**src/rtl/poci_keys_irq.sv**
```systemverilog
`default_nettype none
// ============================================================================
// Module   : poci_keys_irq
// Brief    : POCI slave that debounces 4 push-keys and 10 slide switches,
//            latches their events and raises a maskable level interrupt.
// Revision : 1.0 - initial release
// ============================================================================
module poci_keys_irq #(
   parameter int TICK_DIV = 50000,
   parameter int DB_COUNT = 8
) (
   input  logic        pclk,
   input  logic        presetn,
   input  logic        psel,
   input  logic        penable,
   input  logic        pwrite,
   input  logic [11:0] paddr,
   input  logic [31:0] pwdata,
   output logic [31:0] prdata,
   output logic        pready,
   output logic        pslverr,
   input  logic [3:0]  key,
   input  logic [9:0]  sw,
   output logic        irq
);
   localparam int          C_PW      = $clog2(TICK_DIV);
   localparam logic [13:0] C_IN_RST  = 14'h000F;
   localparam logic [7:0]  C_DB_LAST = 8'(DB_COUNT - 1);

   logic [13:0]     r_sync1, r_sync2;
   logic [C_PW-1:0] r_presc;
   logic            w_tick;
   logic [13:0]     r_deb, r_deb_q;
   logic [7:0]      r_cnt [14];
   logic [1:0]      r_settle;
   logic [3:0]      r_armed;
   logic [13:0]     w_evt, w_w1c;
   logic [13:0]     r_pending, r_mask;
   logic            r_irq;
   logic            w_wr;
   logic            w_unused_pwdata;

   assign pready          = 1'b1;
   assign pslverr         = 1'b0;
   assign irq             = r_irq;
   assign w_unused_pwdata = ^pwdata[31:14];

   // keys occupy bits [3:0], switches bits [13:4] throughout
   always_ff @(posedge pclk or negedge presetn) begin
      if (!presetn) begin
         r_sync1 <= C_IN_RST;
         r_sync2 <= C_IN_RST;
      end else begin
         r_sync1 <= {sw, key};
         r_sync2 <= r_sync1;
      end
   end

   assign w_tick = (r_presc == C_PW'(TICK_DIV - 1));

   always_ff @(posedge pclk or negedge presetn) begin
      if (!presetn) r_presc <= '0;
      else          r_presc <= w_tick ? '0 : r_presc + C_PW'(1);
   end

   always_ff @(posedge pclk or negedge presetn) begin
      if (!presetn) begin
         r_deb <= C_IN_RST;
         for (int i = 0; i < 14; i++) r_cnt[i] <= '0;
      end else if (w_tick) begin
         for (int i = 0; i < 14; i++) begin
            if (r_sync2[i] == r_deb[i]) begin
               r_cnt[i] <= '0;
            end else if (r_cnt[i] == C_DB_LAST) begin
               r_deb[i] <= r_sync2[i];
               r_cnt[i] <= '0;
            end else if (r_cnt[i] != 8'hFF) begin
               r_cnt[i] <= r_cnt[i] + 8'd1;
            end
         end
      end
   end

   // A key only arms once it has been seen released after reset, so a key
   // held down through reset never reports a press.
   always_ff @(posedge pclk or negedge presetn) begin
      if (!presetn) begin
         r_deb_q  <= C_IN_RST;
         r_settle <= '0;
         r_armed  <= '0;
      end else begin
         r_deb_q <= r_deb;
         if (r_settle != 2'd2) r_settle <= r_settle + 2'd1;
         r_armed <= r_armed | ({4{r_settle == 2'd2}} & r_sync2[3:0]);
      end
   end

   assign w_evt[3:0]  = r_deb_q[3:0] & ~r_deb[3:0] & r_armed;
   assign w_evt[13:4] = r_deb_q[13:4] ^ r_deb[13:4];

   assign w_wr  = psel & penable & pwrite;
   assign w_w1c = (w_wr && paddr == 12'h004) ? pwdata[13:0] : 14'h0;

   // new events are OR-ed in after the clear, so a same-cycle event wins
   always_ff @(posedge pclk or negedge presetn) begin
      if (!presetn) begin
         r_pending <= '0;
         r_mask    <= '0;
         r_irq     <= 1'b0;
      end else begin
         r_pending <= (r_pending & ~w_w1c) | w_evt;
         if (w_wr && paddr == 12'h008) r_mask <= pwdata[13:0];
         r_irq <= |(r_pending & r_mask);
      end
   end

   always_comb begin
      prdata = '0;
      if (psel && !pwrite) begin
         case (paddr)
            12'h000: prdata = {18'b0, r_deb[13:4], ~r_deb[3:0]};
            12'h004: prdata = {18'b0, r_pending};
            12'h008: prdata = {18'b0, r_mask};
            12'h00C: prdata = {18'b0, r_sync2[13:4], ~r_sync2[3:0]};
            default: prdata = '0;
         endcase
      end
   end

endmodule
`default_nettype wire
```
**config.mk**
```make
export PLATFORM = sky130hd
export DESIGN_NAME = poci_keys_irq
export DESIGN_NICKNAME = d
export VERILOG_FILES = /design/src/rtl/poci_keys_irq.sv
export SDC_FILE = /design/constraint.sdc
export NUM_CORES = 1
export LEC_CHECK = 0
export CAP_MARGIN = 40
export CELL_PAD_IN_SITES_DETAIL_PLACEMENT = 2
export CELL_PAD_IN_SITES_GLOBAL_PLACEMENT = 2
export CORE_ASPECT_RATIO = 1.2
export CORE_UTILIZATION = 38
export DETAILED_ROUTE_END_ITERATION = 10
export PLACE_DENSITY = 0.89
export SYNTH_ARGS = -nofsm -noshare
export SYNTH_HDL_FRONTEND = slang
export SYNTH_SLANG_ARGS = --single-unit
```
**constraint.sdc**
```tcl
create_clock -name pclk -period 2.55 [get_ports pclk]
set_input_delay 0.51 -clock pclk [delete_from_list [all_inputs] [get_ports pclk]]
set_output_delay 0.51 -clock pclk [all_outputs]
set_load 0.1 [all_outputs]
```
==> flow_summary.rst <==
.. list-table::
   :header-rows: 1

   * - Metric
     - Value
   * - Compound-cell area share of the yosys netlist
     - 17.4%
   * - Overall routing resource usage
     - between 30 and 40%
   * - Area added between synthesis and finish
     - 21.2%
   * - Cell area after placement
     - about 12000 um2
   * - Antenna violations before repair
     - 1
   * - Antenna-violating nets left
     - 0
   * - Data arrival time at the worst-slack endpoint
     - 2040 ps
   * - Sw Pwr
     - between 1.5 and 2 mW
   * - Cell variety after synth
     - 70
   * - 1st-iter DRT viols
     - 686
   * - F_max
     - about 0.4 GHz
   * - Min cycle time layout
     - between 2000 and 3000 ps
   * - Share of layout cells above drive strength 1
     - 17.6%
   * - Area taken by multi-input logic gates
     - 5290 um2
   * - Sequential fraction of the synthesis area
     - between 50% and 60%
   * - Fin crit share
     - between 90 and 100%
   * - CP endpoint kind
     - output pin
   * - Buffer cell driving the clock tree root
     - clkbuf_16
   * - Cell area after technology mapping
     - 10900 um2
   * - Average routed wire per standard cell
     - about 28 um
   * - Switching Share
     - roughly a quarter
   * - Post-route clock skew
     - approximately 25 ps
   * - Count of maximum capacitance violations
     - 0
   * - Most frequent standard cell in the layout excluding fill and tap cells
     - dfrtp_1
   * - Vias in the first global route
     - about 11000
   * - Die Wd
     - 157 um
   * - Ys Warns
     - 0
   * - Power Internal
     - 5.75 mW
   * - Share of synthesized cell area in full adder, half adder and majority cells
     - roughly 1.8%
   * - Most used cells in the layout excluding fill and tap cells
     - dfrtp_1, nand2_1, o21ai_0
   * - Post-route cell area
     - roughly 13000 um2
   * - Layout filler cell count
     - approximately 2800
   * - Global placement routability congestion
     - ~0.8
   * - Cell count after synthesis
     - roughly 1100
   * - Latest clock arrival within the worst-skew pair
     - 550 ps
   * - Commonest register cell after synthesis
     - dfrtp_1
   * - Via/cell ratio
     - about 6.2
   * - Run status
     - completed
   * - Sequential fraction of design power
     - between 40% and 50%
   * - Clock buffer depth
     - 3
   * - Number of flip-flops and latches in the synthesized netlist
     - between 200 and 250
   * - Unrepaired setup endpoints after global routing
     - true
   * - Async set-reset flop share out of synthesis
     - 100%
   * - Power per standard cell area
     - roughly 600 nW/um2
   * - Cell type with the largest total area after synthesis
     - dfrtp_1
   * - Number of setup violations in the final report
     - 0
   * - CP Data Required Time
     - around 2000 ps
   * - H-Tree Level Count
     - 1
   * - Post-synth EDFFs
     - 0
   * - Global-route wire length before repair
     - about 67000 um
   * - DRC
     - 0
   * - Total clock buffers created by CTS
     - 26
   * - Peak supply drop
     - around 0.00054 V
   * - Syn_area_per_cell
     - 10.3 um2
   * - Y dimension of the die
     - around 190 um
   * - Aggregate routed wire length
     - approximately 43000 um
   * - Synth top area share
     - a little under half
   * - Row cnt
     - 67
   * - I/O pin count
     - slightly below 100
   * - Area share of and/or/nand/nor cells after synthesis
     - between 15 and 20%
   * - Max Slew Vio Count
     - 0
   * - Number of nets in the final layout
     - around 1200
   * - Largest cells by area after synthesis
     - dfrtp_1, dfstp_2, o21ai_0
   * - Tightest hold margin
     - ~350 ps
   * - Number of vias in the routed layout
     - 9613
   * - Half-perimeter wire length after placement
     - roughly 25000 um
   * - Slew Limit Headroom
     - a little over two fifths
   * - Final Hold Vio Count
     - 0
   * - Overall Power
     - between 7 and 8 mW
   * - Clk slew on worst S/H paths
     - around 60 ps
   * - Port buffer count
     - 59
   * - Effective utilization at floorplan
     - about two fifths
   * - Worst hold path class
     - reg2reg
   * - Share of total power in the clock network
     - just under 50%
   * - Kind of launch point of the worst setup path
     - input port
   * - Slew of the pin with the lowest slew margin
     - between 800 and 900 ps
   * - Mux share of post-synthesis cell area
     - 5.74%
   * - Kind of critical path
     - in2out
   * - Area of the die
     - 29400 um2
   * - Largest family of logic cells by synthesized area
     - simple AND/OR/NAND/NOR gates
   * - Pre-Repair DR Iteration Count
     - 5
   * - Placeable core area
     - 28100 um2
   * - Area used by sequential logic in the layout
     - 5500 um2
   * - Power share of the combinational group
     - under 10%
   * - Global route overflow
     - 0
   * - Cell leakage power
     - ~5.7 nW
   * - Pin count of the biggest net entering global routing
     - 74
   * - Xor and xnor area share after synthesis
     - under 10%
   * - CTS tree
     - yes
   * - Clock net sink count
     - between 200 and 250
   * - Maximum fanout count along the critical path
     - 20
routing by layer:
layer,track usage [%],routed length (um),up-vias
met5,0,0,-
met4,17.5,2500,0
met3,4.41,1870,146
met2,54.5,23000,371
met1,32.9,16000,5056
li1,-,-,4040
power by group through the flow:
stage | Clock, mW | Sequential (mW) | Combinational (mW)
2_1_floorplan | 0 | 3.58 | 0.256
3_3_place_gp | 0 | 3.59 | 0.431
3_5_place_dp | 0 | 3.59 | 0.447
4_1_cts | 3.72 | 3.53 | 0.457
5_1_grt | 3.89 | 3.53 | 0.491
6_report | 3.73 | 3.53 | 0.465
stage by stage:
| stage | TNS [ps] | utilization, % | setup slack, ps | instances |
|---|---|---|---|---|
| 6_report | 0 | 47.0 | 3.51 | 1545 |
| 5_1_grt | -62.0 | 47.0 | -50.4 | 1545 |
| 4_1_cts | 0 | 47.0 | 4.88 | 1544 |
| 2_1_floorplan | -1720 | - | -242 | 1077 |
| 3_3_place_gp | -2840 | 43.8 | -247 | 1494 |
| 3_5_place_dp | -5400 | 43.8 | -328 | 1494 |
cells in the mapped netlist (21+ instances only):
cell type  instances
a21oi_1           65
o31ai_1           26
nor2_1            79
o21ai_0           81
nand2_1          107
nor2b_1           21
buf_4             21
nand3_1           54
xor2_1            31
mux2_2            28
dfrtp_1          203
nor3_1            23
state kept, by name (all words and copies together) (netlist names):
signal and cells:
r_cnt 112, r_presc 16, r_deb 14, r_deb_q 14, r_mask 14, r_pending 14, r_sync1 14, r_sync2 14
r_armed 4, r_settle 2, irq 1
cell families after synthesis:
family | Yosys count
adders and majority gates | 16
other | 2
buffers and inverters | 68
DFF | 219
and+or+nand+nor | 379
xor gates and xnor gates | 41
AOI/OAI and AO/OA | 289
muxes | 45
critical path: stages:
cell,delay (ps)
clkdlybuf4s50_1,530
buf_12,220
mux4_2,360
nor2b_2,220
buf_12,190
final timing paths:
check	startpoint	to	slack [ps]	cells after the start
setup / recovery	paddr[3]	prdata[9]	4	5
hold / removal	r_sync1[11]$_DFF_PN0_	r_sync2[11]$_DFF_PN0_	350	0
setup reg to reg	r_presc[0]$_DFF_PN0_	r_cnt[110]$_DFFE_PN0P_	130	7
hold reg to reg	r_sync1[11]$_DFF_PN0_	r_sync2[11]$_DFF_PN0_	350	0
max in group asynchronous	presetn	r_cnt[14]$_DFFE_PN0P_	1160	3
min in group asynchronous	presetn	r_cnt[46]$_DFFE_PN0P_	560	2
cell type report:
type,instances,share of cell area (%)
timing repair buffer,91,8.00
multi-input combinational,790,40.0
clock buffer,42,5.99
tap,379,3.59
inverter,18,0.549
antenna,1,0.0189
clock inverter,5,0.189
sequential,219,41.6
repair_timing:
action,CTS,global route
setup buffers,2,0
setup endpoints to repair,15,21
gates resized for setup,39,16
hold buffers,1,0
cloned,0,0
endpoints found under the hold margin,52,0
pin swaps,8,0
Note: power is estimated with default switching activity, not from simulation.
